[src/rtl/vend_dispense_arb.sv]
// rtl/vend_dispense_arb.sv - two-panel round-robin dispenser arbiter with credit check and change payout
//
// Purpose: grants one of two panel purchase requests at a time to the shared
// dispenser. It checks the captured credit against the drink price, then either
// runs the motor for DISP_CYCLES cycles and pays out change, or refunds the
// credit in full.
//
// Ports:
//   clk, rst               clock, synchronous active-high reset
//   reqN_vld/sel/credit    panel N request: valid, drink (0=A, 1=B), credit in half-units
//   reqN_rdy               panel N request accepted this cycle (combinational, IDLE only)
//   out1, out2             drink A / drink B motor on
//   chg_vld/amt/id         one-cycle change or refund payout, amount, target panel
//   rej                    one-cycle reject pulse for insufficient credit
//   busy                   transaction in progress
module vend_dispense_arb #(
  parameter int CREDIT_W    = 3,
  parameter int PRICE_A     = 3,
  parameter int PRICE_B     = 5,
  parameter int DISP_CYCLES = 4
) (
  input  logic                clk,
  input  logic                rst,
  input  logic                req0_vld,
  input  logic                req0_sel,
  input  logic [CREDIT_W-1:0] req0_credit,
  output logic                req0_rdy,
  input  logic                req1_vld,
  input  logic                req1_sel,
  input  logic [CREDIT_W-1:0] req1_credit,
  output logic                req1_rdy,
  output logic                out1,
  output logic                out2,
  output logic                chg_vld,
  output logic [CREDIT_W-1:0] chg_amt,
  output logic                chg_id,
  output logic                rej,
  output logic                busy
);

  localparam int CNT_W = (DISP_CYCLES > 1) ? $clog2(DISP_CYCLES + 1) : 1;
  localparam logic [CREDIT_W-1:0] PA = CREDIT_W'(PRICE_A);
  localparam logic [CREDIT_W-1:0] PB = CREDIT_W'(PRICE_B);

  typedef enum logic [1:0] {IDLE, DISP, CHG, REFUND} state_t;

  state_t              state, state_nxt;
  logic                rr_last;
  logic                cap_id, cap_sel;
  logic [CREDIT_W-1:0] cap_credit;
  logic [CNT_W-1:0]    cnt;

  logic                grant0, grant1, accept, win_id, win_sel;
  logic [CREDIT_W-1:0] win_credit, win_price, cap_price, chg_diff;

  // On a tie the panel that did not win last time is granted; rr_last=1 after
  // reset so panel 0 takes the first tie.
  assign grant0     = (state == IDLE) && req0_vld && (!req1_vld || rr_last);
  assign grant1     = (state == IDLE) && req1_vld && (!req0_vld || !rr_last);
  assign accept     = grant0 || grant1;
  assign win_id     = grant1;
  assign win_sel    = grant1 ? req1_sel : req0_sel;
  assign win_credit = grant1 ? req1_credit : req0_credit;
  assign win_price  = win_sel ? PB : PA;
  assign cap_price  = cap_sel ? PB : PA;
  // Only reached after credit >= price was established, so no underflow.
  assign chg_diff   = cap_credit - cap_price;

  assign req0_rdy = grant0;
  assign req1_rdy = grant1;

  always_ff @(posedge clk) begin
    if (rst) state <= IDLE;
    else     state <= state_nxt;
  end

  always_ff @(posedge clk) begin
    if (rst) begin
      rr_last    <= 1'b1;
      cap_id     <= 1'b0;
      cap_sel    <= 1'b0;
      cap_credit <= '0;
      cnt        <= '0;
    end else if (accept) begin
      rr_last    <= win_id;
      cap_id     <= win_id;
      cap_sel    <= win_sel;
      cap_credit <= win_credit;
      cnt        <= CNT_W'(DISP_CYCLES);
    end else if (state == DISP) begin
      cnt <= cnt - 1'b1;
    end
  end

  always_comb begin
    state_nxt = state;
    case (state)
      IDLE:    if (accept) state_nxt = (win_credit >= win_price) ? DISP : REFUND;
      DISP:    if (cnt == CNT_W'(1)) state_nxt = CHG;
      CHG:     state_nxt = IDLE;
      REFUND:  state_nxt = IDLE;
      default: state_nxt = IDLE;
    endcase
  end

  always_comb begin
    out1    = 1'b0;
    out2    = 1'b0;
    chg_vld = 1'b0;
    chg_amt = '0;
    chg_id  = 1'b0;
    rej     = 1'b0;
    busy    = (state != IDLE);
    case (state)
      DISP: begin
        out1 = !cap_sel;
        out2 = cap_sel;
      end
      CHG: begin
        chg_amt = chg_diff;
        chg_vld = (chg_diff != '0);
        chg_id  = cap_id;
      end
      REFUND: begin
        rej     = 1'b1;
        chg_amt = cap_credit;
        chg_vld = (cap_credit != '0);
        chg_id  = cap_id;
      end
      default: ;
    endcase
  end

endmodule

[config.mk]
export PLATFORM = sky130hd
export DESIGN_NAME = vend_dispense_arb
export DESIGN_NICKNAME = d
export VERILOG_FILES = /design/src/rtl/vend_dispense_arb.sv
export SDC_FILE = /design/constraint.sdc
export NUM_CORES = 1
export LEC_CHECK = 0
export ABC_AREA = 1
export BUFFER_PORTS_ARGS = -buffer_cell sky130_fd_sc_hd__buf_2
export CAP_MARGIN = 25
export CORE_MARGIN = 2
export CORE_UTILIZATION = 49
export DETAILED_ROUTE_END_ITERATION = 8
export PLACE_DENSITY = 0.77
export SETUP_SLACK_MARGIN = 0.5
export SYNTH_ARGS = -nofsm -noshare
export SYNTH_HDL_FRONTEND = slang
export SYNTH_SLANG_ARGS = --single-unit
[constraint.sdc]
create_clock -name clk -period 2.1 [get_ports clk]
set_input_delay 0.42 -clock clk [delete_from_list [all_inputs] [get_ports clk]]
set_output_delay 0.42 -clock clk [all_outputs]
set_load 0.005 [all_outputs]
# Word level (Yosys, flattened, before mapping)
# Index checks and enable logic that the tools add are counted.
# classes
reduce_logical	19
eq_ne	6
addsub	2
n_div	0
n_mux	16
bitwise_logic	0
shift	0
order_cmp	1
mul	0
# ops
operator	n
two-way mux 3 bit	5
two-way mux 2 bit	3
one-hot mux 2 bit (3 select lines)	1
one-hot mux 3 bit (2 select lines)	1
nonzero test 3 bit	2
two-way mux 1 bit	5
equality test 2 bit, second input constant	2
logical AND 1 bit	4
zero test 1 bit	4
nonzero test 2 bit	2
OR reduction 2 bit	2
equality test 3 x 1 -> 1 bit, second input constant	1
>= comparator 3 bit	1
logical OR 1 bit	3
subtractor 3 x 1 -> 3 bit, second input constant	1
subtractor 3 bit	1
equality test 2 x 1 -> 1 bit, second input constant	1
zero test 2 bit	1
inequality test 2 x 1 -> 1 bit, second input constant	1
inequality test 2 bit, second input constant	1
one-hot mux 1 bit (2 select lines)	1
AND reduction 2 bit	1
# word_totals
latch_bits	0
romBits	0
memories	0
ff_bits	11
mem_bits_rw	0
input_bits	12
output_inout_bits	11
wordCells	51

# Longest topological paths before layout
# logic_depth
depth_word	9
mapped_depth	12
ltp_nobuf	12

# Worst setup path after synthesis
# OpenSTA, ideal clock, no wires.
# synth_path
path_type	reg-to-output
start	reg cap_sel
end	out chg_amt[2]
required_time_ns	1.680
stages_incl_launch_ff	7
setup_slack_ns	0.333
arrival_ns	1.347
n_path_buf	0
path_cell_list	dfxtp_1 -> inv_1 -> fa_1 -> xnor2_1 -> xor2_1 -> nand2_1 -> o21ai_0
# synth_via
elab_chain_len	3
# synth_rtl
element	line_no	text
start: declaration	49	logic cap_id, cap_sel;
start signal: assignment	87	cap_sel <= win_sel;
two-way mux 3 bit	65	assign cap_price = cap_sel ? PB : PA;
subtractor 3 bit	67	assign chg_diff = cap_credit - cap_price;
one-hot mux 3 bit (2 select lines)	114	case (state)
end: declaration	35	output logic [CREDIT_W-1:0] chg_amt,
# Every way passes these cells.

# Worst setup path after layout
# layout_path
start	reg cap_credit[0]
end	out chg_vld
# layout_via
elab_chain_len	3
elab_cells_between_ends	4
classes_between	add/sub: 1; mux: 1; reduce/logical: 2
# layout_rtl
element	line_no	text
start: declaration	50	logic [CREDIT_W-1:0] cap_credit;
start signal: assignment	88	cap_credit <= win_credit;
subtractor 3 bit	67	
nonzero test 3 bit	121	chg_vld = (chg_diff != '0);
one-hot mux 1 bit (2 select lines) *	114	
end: declaration	34	output logic chg_vld,
# Mark *: on every way between the ends. The rest lies on a longest branch, timed or not.

==> reports/metrics.cfg <==
[power]
power.internal_w=0.0007623
p_sw_share_pct=42.74
p_leak_nw=0.6116
power.total_w=0.001331
peakVddDrop_uv=630.9
switchingPower_w=0.0005690
comb_power_share_pct=63.0
clock_power_share_pct=11.2
powerDensity_nw_per_um2=1154
seqPwrFrac_pct=25.8

[routing]
drt_iter0_drc=12
first_pass_iters=4
drt_wl_total_mm=2.299
drcViolationCount=0
drtAntennaViolNets=0
vias_per_cell=5.097
vias=841
wl_per_cell_microns=13.93

[synthesis]
synth_cell_types=24
synth_edf_count=0
yosys-top-cells-area=dfxtp_1, inv_1, nand2_1
netlist_instances=107
yosysWarnings=0
synth.avg_cell_area_sq_um=7.063
yosysTopAreaCellShare_pct=29.14
synth_nets=126
synth-seq-area-share_pct=29.14
synth_seq_cells=11
yosysTopAreaCell=dfxtp_1
async_flop_share_pct=0
synth_area_sq_um=755.7
synth-main-ff-cell=dfxtp_1

[clock_tree]
numCtsBuffers=3
clkLatencyLatePin_ns=0.27
cts_max_path_buffers=2
cts_hold_buf=0
cts_root_buf=clkbuf_4
cts_tree=done
clkTransAtPathRegs_ns=0.08
cts-htree-levels=1
clkSinkCount=11

[sta]
setup_viol=0
finalClockSkew_ns=0.005907
fin_crit_sh_pct=96.44
hold_viol=0
drv_slew=0
tightest_slew_ns=0.2730
rsz0062_at_grt=yes
worst_hold_slack_ns=0.3289
layout_min_cycle_time_ns=2.025
max_freq_ghz=0.4938
relSlewSlack_pct=81.64

[setup_path]
worstPathMaxFanout=4
crit_path_start_kind=flip-flop
critPathRequiredTime_ns=1.68
arrival_ns=1.61
reg2regPathDepth=12
crit_type=reg2out
critPathCaptureType=output pin

[global_route]
overflow=0
grt_usage_pct=21.85
grt_pass1_wl_mm=2.987
grt_max_degree=7
antenna_found_initial=0
grt_pass1_vias=775

[final_layout]
num-nets-final=169
fin_util_pct=78.40
syn_to_final_growth_pct=52.65
diodes=0
drive_above_1_share_pct=51.68
design_area_sq_um=1154

[die]
ios=23
die_x_microns=43.27
fp-row-count=14
start_util_pct=51.36
coreArea_sq_um=1471
die_h_microns=43.27
dieArea_sq_um=1872

[place]
gp_congestion=0.8491
dp_hpwl_mm=1.235
portBuffers=22
placed_area_sq_um=902.1

[min_path]
holdPathStages=2
hp-class=in2reg

[run]
drv_cap=0

[status]
status=complete, no violations

[worst max-delay path: stages, from the launching register on]
cell,delay [ns]
dfxtp_2,0.34
inv_2,0.06
fa_2,0.37
xnor2_2,0.14
xor2_1,0.16
nand2_1,0.08
nand3_1,0.06
buf_2,0.13
[synthesized netlist by cell type (2+ instances only)]
cell	count
a21oi_1	5
dfxtp_1	11
ha_1	6
inv_1	25
inv_2	3
nand2_1	23
nand2_2	2
nand3_1	3
nor2_1	4
o21ai_0	3
o21ai_2	3
o22ai_1	5
or2_0	2
xnor2_1	2
[per-layer routing]
metal | global-route usage [%] | share of wire, % | up-vias
li1 | - | - | 417
met1 | 22.92 | 38 | 398
met2 | 39.70 | 56 | 22
met3 | 5.106 | 4.3 | 4
met4 | 10.91 | 1.1 | 0
met5 | 0 | 0 | -
[metrics by stage]
stage | setup slack, ns | instances | setup TNS [ns]
final | 0.07470 | 165 | 0
after global routing | -0.01142 | 165 | -0.01142
after CTS | 0.06588 | 156 | 0
after detailed placement | 0.3029 | 145 | 0
after global placement | 0.3433 | 145 | 0
after floorplan | 0.4595 | 107 | 0
[kinds of logic after synthesis]
family	after synthesis	synth area share, %
AO/OA/AOI/OAI	20	16.72
flip-flops	11	29.14
AND/OR/NAND/NOR	38	24.17
adder cells (fa/ha/maj)	7	12.58
XOR/XNOR	3	3.477
buffers and inverters	28	13.91
[registers in the layout, summed over array words and instances, names as in the netlist]
register and cells:
rr_last 1, cap_credit 3, cap_id 1, cnt 3, cap_sel 1, state 2
[layout make-up]
type | instances | area [sq um]
multi-input cells | 68 | 515.5
well taps | 16 | 20.02
inverters | 28 | 110.1
repair buffers | 38 | 247.7
clock buffers | 4 | 26.28
flip-flops and latches | 11 | 234.0
fillers | 99 | 317.8
[cell usage in the layout (no fill, tap or decap), types with 2 or more instances in the layout]
cell type and instances:
dfxtp_4 3, dfxtp_2 2, inv_4 2, clkbuf_4 3, ha_1 4, nand3_1 2
a21oi_2 2, buf_4 13, inv_1 19, nor2_4 3, o21ai_2 3, nor2_1 2
or2_0 2, nand2_1 19, nand2_2 5, dfxtp_1 6, o22ai_1 5, a21oi_1 4
o21ai_0 2, ha_4 2, inv_2 7, buf_2 21, buf_6 4
[power groups by stage]
stage,registers [W],clock network [W],logic [W]
global route,0.000353,0.000163,0.000914
global placement,0.000343,0,0.000511
finish,0.000344,0.000149,0.000838
detailed placement,0.000346,0,0.000525
CTS,0.000335,0.000155,0.000602
floorplan,0.000333,0,0.000386
[final timing paths]
check | startpoint | to | slack, ns
setup / recovery | cap_credit[0] | chg_vld | 0.07
hold / removal | rst | state[0] | 0.33
setup reg to reg | state[1] | state[1] | 0.41
hold reg to reg | cnt[1] | cnt[1] | 0.49
[what timing repair did]
item	CTS	global route
gates resized for setup	4	24
gates cloned	0	0
setup buffers	7	9
pin swaps	4	8
endpoints found under the setup margin	9	9
Power figures use the tool's default switching activity.
